`config.mk`:
```
export PLATFORM = sky130hd
export DESIGN_NAME = timer_regs_ctrl
export DESIGN_NICKNAME = d
export VERILOG_FILES = /design/src/rtl/timer_regs_ctrl.sv
export SDC_FILE = /design/constraint.sdc
export NUM_CORES = 1
export LEC_CHECK = 0
export CELL_PAD_IN_SITES_DETAIL_PLACEMENT = 1
export CELL_PAD_IN_SITES_GLOBAL_PLACEMENT = 1
export CORE_MARGIN = 2
export CORE_UTILIZATION = 47
export CTS_CLUSTER_SIZE = 16
export DETAILED_ROUTE_END_ITERATION = 8
export GPL_ROUTABILITY_DRIVEN = 0
export PLACE_DENSITY = 0.95
export SYNTH_ARGS = -nofsm -noshare
export SYNTH_HDL_FRONTEND = slang
export SYNTH_SLANG_ARGS = --single-unit
```
`constraint.sdc`:
```
create_clock -name clk -period 9 [get_ports clk]
set_clock_uncertainty 0.2 [all_clocks]
set_input_delay 1.8 -clock clk [delete_from_list [all_inputs] [get_ports clk]]
set_output_delay 1.8 -clock clk [all_outputs]
set_load 0.05 [all_outputs]
```
`src/rtl/timer_regs_ctrl.sv`:
```
// Down-counting timer peripheral behind the req/gnt register bus.
// Optional PRESCALE register at 0x10 when TIMER_PRESCALER_EN is defined.
package design_params_pkg;
    localparam int ADDR_WIDTH = 8;
    localparam int DATA_WIDTH = 32;
endpackage

module timer_regs_ctrl
    import design_params_pkg::*;
#(
    parameter int P_ADDR_WIDTH  = ADDR_WIDTH,
    parameter int P_DATA_WIDTH  = DATA_WIDTH,
    parameter int P_GNT_LATENCY = 3
) (
    input  logic                    clk,
    input  logic                    reset,
    input  logic                    req,
    input  logic                    write_en,
    input  logic [P_ADDR_WIDTH-1:0] addr,
    input  logic [P_DATA_WIDTH-1:0] wdata,
    output logic                    gnt,
    output logic [P_DATA_WIDTH-1:0] rdata,
    output logic                    irq
);

    typedef enum logic [1:0] {IDLE, WAIT, GRANT} state_t;

    localparam logic [P_ADDR_WIDTH-1:0] A_CTRL   = P_ADDR_WIDTH'(8'h00);
    localparam logic [P_ADDR_WIDTH-1:0] A_LOAD   = P_ADDR_WIDTH'(8'h04);
    localparam logic [P_ADDR_WIDTH-1:0] A_COUNT  = P_ADDR_WIDTH'(8'h08);
    localparam logic [P_ADDR_WIDTH-1:0] A_STATUS = P_ADDR_WIDTH'(8'h0C);
    localparam logic [2:0] LAT_INIT = 3'(P_GNT_LATENCY - 1);

    state_t                  state;
    logic [2:0]              lat;
    logic [P_ADDR_WIDTH-1:0] addr_q;
    logic [P_DATA_WIDTH-1:0] wdata_q;
    logic                    we_q;

    logic [2:0]              ctrl;
    logic [P_DATA_WIDTH-1:0] load;
    logic [P_DATA_WIDTH-1:0] count;
    logic                    expired;
    logic                    tick;

    logic [2:0]              ctrl_n;
    logic [P_DATA_WIDTH-1:0] count_n;
    logic                    expired_n;
    logic                    exp_set;

    logic                    enter_grant;
    logic [P_ADDR_WIDTH-1:0] rd_addr;
    logic                    rd_we;
    logic [P_DATA_WIDTH-1:0] rd_val;

    logic wr;
    logic wr_ctrl;
    logic wr_load;
    logic wr_status;

    // With latency 1 the IDLE cycle goes straight to GRANT, so the read
    // mux must look at the live bus inputs rather than the latched copy.
    assign rd_addr = (state == IDLE) ? addr : addr_q;
    assign rd_we   = (state == IDLE) ? write_en : we_q;

    assign enter_grant = ((state == IDLE) && req && (LAT_INIT == 3'd0)) ||
                         ((state == WAIT) && (lat <= 3'd1));

    assign wr        = (state == GRANT) && we_q;
    assign wr_ctrl   = wr && (addr_q == A_CTRL);
    assign wr_load   = wr && (addr_q == A_LOAD);
    assign wr_status = wr && (addr_q == A_STATUS);

`ifdef TIMER_PRESCALER_EN
    localparam logic [P_ADDR_WIDTH-1:0] A_PRE = P_ADDR_WIDTH'(8'h10);

    logic [15:0] prescale;
    logic [15:0] pre_cnt;
    logic        wr_pre;

    assign wr_pre = wr && (addr_q == A_PRE);
    assign tick   = ctrl[0] && (pre_cnt == prescale);

    always_ff @(posedge clk or posedge reset) begin
        if (reset) begin
            prescale <= '0;
            pre_cnt  <= '0;
        end else begin
            if (wr_pre)
                prescale <= wdata_q[15:0];
            if (!ctrl[0] || wr_ctrl || wr_pre || tick)
                pre_cnt <= '0;
            else
                pre_cnt <= pre_cnt + 16'd1;
        end
    end
`else
    assign tick = ctrl[0];
`endif

    always_comb begin
        rd_val = '0;
        case (rd_addr)
            A_CTRL:   rd_val[2:0] = ctrl;
            A_LOAD:   rd_val      = load;
            A_COUNT:  rd_val      = count;
            A_STATUS: rd_val[0]   = expired;
`ifdef TIMER_PRESCALER_EN
            A_PRE:    rd_val[15:0] = prescale;
`endif
            default:  rd_val      = '0;
        endcase
    end

    always_ff @(posedge clk or posedge reset) begin
        if (reset) begin
            state   <= IDLE;
            lat     <= '0;
            addr_q  <= '0;
            wdata_q <= '0;
            we_q    <= 1'b0;
            gnt     <= 1'b0;
            rdata   <= '0;
        end else begin
            gnt   <= enter_grant;
            rdata <= (enter_grant && !rd_we) ? rd_val : '0;
            case (state)
                IDLE: begin
                    if (req) begin
                        addr_q  <= addr;
                        wdata_q <= wdata;
                        we_q    <= write_en;
                        lat     <= LAT_INIT;
                        state   <= (LAT_INIT == 3'd0) ? GRANT : WAIT;
                    end
                end
                WAIT: begin
                    lat <= lat - 3'd1;
                    if (lat <= 3'd1)
                        state <= GRANT;
                end
                GRANT:   state <= IDLE;
                default: state <= IDLE;
            endcase
        end
    end

    // Counter update first, bus write overrides; expiry beats W1C.
    always_comb begin
        ctrl_n  = ctrl;
        count_n = count;
        exp_set = 1'b0;
        if (tick) begin
            if (count != '0) begin
                count_n = count - 1'b1;
            end else begin
                exp_set = 1'b1;
                if (ctrl[1])
                    count_n = load;
                else
                    ctrl_n[0] = 1'b0;
            end
        end
        if (wr_ctrl)
            ctrl_n = wdata_q[2:0];
        if (wr_load)
            count_n = wdata_q;
        expired_n = exp_set | (expired & ~(wr_status & wdata_q[0]));
    end

    always_ff @(posedge clk or posedge reset) begin
        if (reset) begin
            ctrl    <= '0;
            load    <= '0;
            count   <= '0;
            expired <= 1'b0;
            irq     <= 1'b0;
        end else begin
            ctrl    <= ctrl_n;
            count   <= count_n;
            expired <= expired_n;
            if (wr_load)
                load <= wdata_q;
            irq <= expired & ctrl[2];
        end
    end

endmodule
```
==> PnR_summary.wiki <==
{| class="wikitable"
! Metric !! Value
|-
| Outcome || finished, final reports clean
|-
| GRT Total Usage || 32.5%
|-
| Number of nets with antenna violations after detailed routing || 0
|-
| Slowest cell on crit path || clkdlybuf4s50_1
|-
| Most repeated cell in the gate-level netlist after synthesis || nand2_1
|-
| Via count || between 6000 and 7000
|-
| Level count of the clock H-tree || 4
|-
| Number of max-slew violations in the final report || 0
|-
| Final routed DRC violation total || 0
|-
| Initial Util || 47.8%
|-
| Kind of cell adding the most delay to the critical path || buffers and inverters
|-
| Final-stage net count || 912
|-
| DRC violation total after the first TritonRoute iteration || ~790
|-
| Share of the synthesized area in the top cell type || 51.2%
|-
| Maximum number of buffers from clock root to sink || 2
|-
| GRT Residual Overflow || 0
|-
| Maximum ir drop on the vdd rail || about 0.00029 V
|-
| Clock-pin slew on the worst setup and hold paths || 0.06 ns
|-
| Synthesized area per cell || slightly below 9 sq um
|-
| Number of hold buffers added after cts || 0
|-
| Post-Synthesis Net Count || ~860
|-
| Most common flop cell mapped by yosys || dfrtp_1
|-
| Number of hold-slack violations in the final timing report || 0
|-
| Gate count after technology mapping || just over 800
|-
| EDFF count, synth || 0
|-
| TritonCTS Buffers || 17
|-
| Worst Hold Path EP || wdata_q[12]$_DFFE_PP0P_
|-
| Largest stage delay on the critical path || 0.43 ns
|-
| Post-synthesis cell type count || 70
|-
| First-pass GRT wire length || 40400 microns
|-
| Worst Tran Pin Value || about 0.88 ns
|-
| Number of global-route vias before repair || ~7400
|-
| Remaining max-slew budget at the tightest pin || between 40% and 50%
|-
| Number of antenna violations at the first check in global routing || 0
|-
| Critical path startpoint category || input pin
|-
| Clock tree from TritonCTS || yes
|-
| Clock tree sinks || 148
|-
| HP Start || wdata_q[12]$_DFFE_PP0P_
|-
| Number of placed cells counting well taps || ~1000
|-
| Die boundary width || between 100 and 150 microns
|-
| Top post-synthesis cells by area || dfrtp_1 51%, nand2_1 14%, a22oi_1 3.7%, nor2_1 3.4%, clkbuf_1 2.4%
|-
| List of cells traversed by the critical path || clkdlybuf4s50_1 -> nor4_1 -> nand3_1 -> a211oi_4 -> buf_4 -> a22o_1 -> a22oi_1 -> nor2_1
|-
| CTS Root Buffer Type || clkbuf_16
|-
| Leakage power of the design || 4.19 nW
|-
| Arr. time, crit path || between 3 and 4 ns
|-
| Die area || 16400 sq um
|-
| Worst Hold Depth || 2
|-
| Startpoint of the lowest-slack register-to-register path || count[0]$_DFFE_PP0P_
|-
| Count of boundary I/O pins || 78
|-
| Number of setup violations in the final report || 0
|-
| Post-detailed-routing wire length || between 20000 and 30000 microns
|-
| Post-detail-place hpwl || approximately 15000 microns
|-
| Most common library cells after synthesis || 262 x nand2_1, 148 x dfrtp_1, 66 x nor2_1
|-
| Total design power || a little under 4 mW
|-
| Number of gates resized after CTS || 0
|-
| Clock Latency Late Sink || ~0.44 ns
|-
| Pwr Density || around 440 nW/um^2
|-
| DR vias/cell || around 6.4
|-
| Post-Syn Area || 7240 sq um
|-
| Quantity of I/O buffers inserted on ports || 77
|-
| Register-to-register setup slack || between 5 and 6 ns
|-
| Detail-routed net length per standard cell || 23.7 microns
|-
| Area Growth Syn to Fin || 20.9%
|-
| Critical setup path kind || input pin to register
|-
| Number of cells on the critical path || 8
|-
| Total buffers and inverters traversed by the critical path || 2
|-
| Final-layout setup total negative slack || 0 ns
|-
| Core region area || about 15000 sq um
|-
| Fin cells || between 1000 and 1500
|-
| Classification of the worst-slack hold path || register to register
|-
| Period utilization || 41.3%
|-
| Number of rows in the core area || between 40 and 50
|-
| Post-CTS Setup Bufs || 0
|-
| Maximum Capacitance Violations || 0
|-
| Number of diodes added for antenna fixing || 0
|-
| FF-to-FF path depth || 9
|-
| Sort of element at the end of the critical path || register
|-
| Register bit total from synthesis || roughly 150
|-
| Max Clock Freq || around 270 MHz
|-
| Highest fanout seen on the critical path || 31
|-
| Required time of the worst setup path || roughly 9 ns
|-
| Fin crit period || between 3 and 4 ns
|-
| Post-synth ARST share || 100%
|-
| Cell type with the highest aggregate area in the netlist || dfrtp_1
|-
| Unrepaired setup endpoints after global routing || false
|-
| Portion of the post-synthesis area used by sequential elements || 51.2%
|-
| First-pass iteration count of the detailed router || 5
|-
| Maximum number of pins on one net before global-route repair || 83
|-
| Synth warnings || 0
|-
| Overall die height || roughly 130 microns
|-
| Layout cell share with drive strength beyond 1 || 8.21%
|-
| Reg-to-reg endpoint || count[21]$_DFFE_PP0P_
|}
-- worst register-to-register path: stages (launching register included) --
cell and delay (ns):
dfrtp_1 0.42, inv_1 0.18, ha_1 0.23, nor4b_1 0.37, nand4_2 0.40, o41ai_4 0.59
buf_4 0.37, and2b_1 0.56, o21ai_0 0.21, nand4_1 0.12
-- through the flow --
step	setup WS [ns]	hold WS, ns	area [sq um]	utilization (%)
2_1_floorplan	3.02	0.246	7240	-
3_3_place_gp	5.01	0.259	8090	53.4
3_5_place_dp	4.93	0.267	8090	53.4
4_1_cts	5.29	0.280	8750	57.8
5_1_grt	5.12	0.296	8750	57.8
6_report	5.29	0.277	8750	57.8
-- logic make-up (layout without fill, tap and decap cells) --
group	after synthesis	count (layout)	synth area share, %
DFF	148	148	51.2
adders and majority gates	4	4	0.692
buffers and inverters	64	127	3.92
xor gates and xnor gates	13	13	1.57
muxes	16	16	2.52
and+or+nand+nor	433	433	27.2
AOI/OAI and AO/OA	136	136	12.9
-- registers in the layout, summed over array words and instances, names as in the netlist --
register and cells:
rdata 32, count 32, wdata_q 32, load 32
gnt 1, expired 1, we_q 1, state 2
irq 1, ctrl 3, addr_q 8, lat 3
-- how the worst max path moves through the flow --
stage	to	slack, ns	from
floorplan	addr_q[0]$_DFFE_PP0P_	3.02	reset
global placement	rdata[2]$_DFF_PP0_	5.01	addr[0]
detailed placement	rdata[2]$_DFF_PP0_	4.93	addr[1]
CTS	rdata[1]$_DFF_PP0_	5.29	addr[1]
global route	count[21]$_DFFE_PP0P_	5.12	count[0]$_DFFE_PP0P_
finish	rdata[1]$_DFF_PP0_	5.29	addr[1]
-- power breakdown --
part	leakage (nW)	internal (mW)	switching, mW
Sequential	1.99	0.807	0.171
Clock	0.318	0.525	0.280
Combinational	1.88	0.728	1.38
Total	4.19	2.06	1.83
-- final cells by class --
cell class	count	area [sq um]
clock buffer	22	454
clock inverter	10	203
fill	1694	6390
inverter	6	27.5
multi-input combinational	602	3270
sequential	148	3700
tap	188	235
timing repair buffer	89	861
-- metal layers --
metal	vias up	GRT usage, %	wire length (microns)
li1	2888	-	-
met1	3431	40.8	9540
met2	422	53.1	12400
met3	125	7.51	2200
met4	0	15.8	1100
met5	-	0	0
-- layout by cell type, fill, tap and decap left out, types with 8 or more instances in the layout --
cell type,n
mux2_2,8
a21oi_1,19
nor3_1,20
clkdlybuf4s50_1,77
a22oi_1,36
buf_4,12
nand4_1,8
nand2_1,262
a31oi_1,11
clkbuf_16,17
dfrtp_1,148
xnor2_1,10
o21ai_0,25
nand3_1,18
nor2_1,66
(Power assumes the default switching activity.)
==> variant: new RTL, same settings <==
Take the reset off `rdata` and load it in a clocked block of its own.
--- a/src/rtl/timer_regs_ctrl.sv
+++ b/src/rtl/timer_regs_ctrl.sv
@@ -122,6 +122,4 @@
             gnt     <= 1'b0;
-            rdata   <= '0;
         end else begin
             gnt   <= enter_grant;
-            rdata <= (enter_grant && !rd_we) ? rd_val : '0;
             case (state)
@@ -145,2 +143,6 @@
         end
+    end
+
+    always_ff @(posedge clk) begin
+        rdata <= (enter_grant && !rd_we) ? rd_val : '0;
     end
Function: differs if reset is asserted again (counterexample within 10 cycles, from zero or initial values and one cycle with reset high); with reset held inactive, the same outputs for 10 cycles.
==> variant against the unedited design <==
Design area fell by 5.6%. First-iteration DRC count is 9.4% higher. Count of clock-buffer cells in the layout is the same. Register-to-register slack got worse by 0.66 ns. Setup slack got worse by 0.78 ns. Via count grew 0.67%. Clock power shrank 4.8%. Combinational power decreased by 9%. Final cell count is 3.8% lower. Area after synthesis is 6.3% lower. Core utilization grew 1.3 points. Sequential cell count did not move. Power fell by 6.1%. Wire length grew 6.7%. Critical path type unchanged. Largest cell class unchanged. Largest power group unchanged.
==> variant: results (changes against the unedited design) <==
[status]
status=finished, final reports clean  ; unchanged

[power_and_ir_drop]
power_leakage_uw=0.00388  ; was 0.00419 uW
ir_drop_uv=295  ; was 294 uV

[detailed_routing]
drt-total-wl_mm=26.9  ; was 25.2 mm
first_pass_iters=7  ; was 5
wl_met3_mm=2.80  ; was 2.20 mm
dr_wl_met2_mm=12.5  ; was 12.4 mm
initialDrtViolationCount=862  ; was 788
vias_per_cell=6.75  ; was 6.45
met1Wirelength_mm=9.86  ; was 9.54 mm

[clocking]
clockBufferDepth=2  ; unchanged
cts-root-buf=clkbuf_16  ; unchanged
numCtsBuffers=17  ; unchanged
path_clk_slew_ns=0.06  ; about the same
cts_resized=0  ; unchanged

[synthesis]
synth.distinct_cells=58  ; was 70
synthTopCellsByArea=dfrtp_1 43%, nand2_1 13%, dfxtp_1 9.4%  ; was dfrtp_1 51%, nand2_1 14%, a22oi_1 3.7%
seq_area_frac_synth_pct=52.3  ; was 51.2%
synth_compound_area_share_pct=13.0  ; was 12.9%
synth_mux_area_share_pct=2.03  ; was 2.52%
synth_warnings=0  ; unchanged
synthAdderAreaFrac_pct=0.738  ; was 0.692%
synthXorXnorAreaFrac_pct=1.42  ; was 1.57%
synthesis.nets=819  ; was 862
synthTopCellsByCount=242 x nand2_1, 116 x dfrtp_1, 61 x nor2_1  ; was 262 x nand2_1, 148 x dfrtp_1, 66 x nor2_1
async_flop_share_pct=78.4  ; was 100%

[grt]
use_met2_pct=58.3  ; was 53.1%
grt_usage_pct=36.8  ; was 32.5%
grt_pass1_wl_mm=41.5  ; was 40.4 mm
gr-usage-met3_pct=9.75  ; was 7.51%
grt_max_degree=63  ; was 83
use_met1_pct=43.8  ; was 40.8%
grt_pass1_vias=7302  ; was 7406

[min_path]
hold_end=addr_q[0]$_DFFE_PP0P_  ; was wdata_q[12]$_DFFE_PP0P_
hp-class=reg2reg  ; unchanged
min_from=addr_q[0]$_DFFE_PP0P_  ; was wdata_q[12]$_DFFE_PP0P_

[timing]
worst_slew_pin_slew_ns=1.40  ; was 0.877 ns
whs_ns=0.292  ; was 0.277 ns

[critical_path]
arrival_ns=4.66  ; was 3.87 ns
cpLargestDelayFamily=simple AND/OR/NAND/NOR gates  ; was buffers and inverters
critPathLaunch=addr[2]  ; was addr[1]
timing.rr.end=count[17]$_DFFE_PP0P_  ; was count[21]$_DFFE_PP0P_
r2r_setup_slack_ns=4.64  ; was 5.30 ns
max_stage_delay_ns=1.09  ; was 0.43 ns
r2r_cells=7  ; was 9
critPathMaxFanout=29  ; was 31
r2r_start=count[4]$_DFFE_PP0P_  ; was count[0]$_DFFE_PP0P_
crit_end=rdata[10]$_SDFF_PN0_  ; was rdata[1]$_DFF_PP0_
crit_path_top_delay_cell=and2_1  ; was clkdlybuf4s50_1

[placed_design]
dp_hpwl_mm=14.9  ; was 15.2 mm

[final_layout]
drive_above_1_share_pct=6.28  ; was 8.21%
nets=879  ; was 912

[variant: cell count changes after synthesis, sizes merged, moves of 6 or more]
cell and delta:
nand2 -21, clkbuf -12, and2 +6, dfrtp -32, dfxtp +32, a21oi -6
[variant: layout make-up]
cell class                      count  area (um^2)
Clock buffer                       22          454
Clock inverter                     10          156
Fill cell                        1608         5720
Inverter                            8         32.5
Multi-Input combinational cell    570         3010
Sequential cell                   148         3540
Tap cell                          180          225
Timing Repair Buffer               86          838
[variant: where the power goes]
group / internal (uW) / switching [uW]
Sequential: 801 / 157
Clock: 470 / 298
Combinational: 574 / 1350
Total: 1850 / 1810
[variant: stage by stage]
step	instances	worst slack (ns)	area, um^2	utilization [%]
final	1024	4.50	8260	59.1
after global routing	1024	4.42	8260	59.1
after CTS	1024	4.59	8260	59.1
after detailed placement	992	4.26	7650	54.7
after global placement	992	4.48	7650	54.7
after floorplan	771	3.93	6780	-
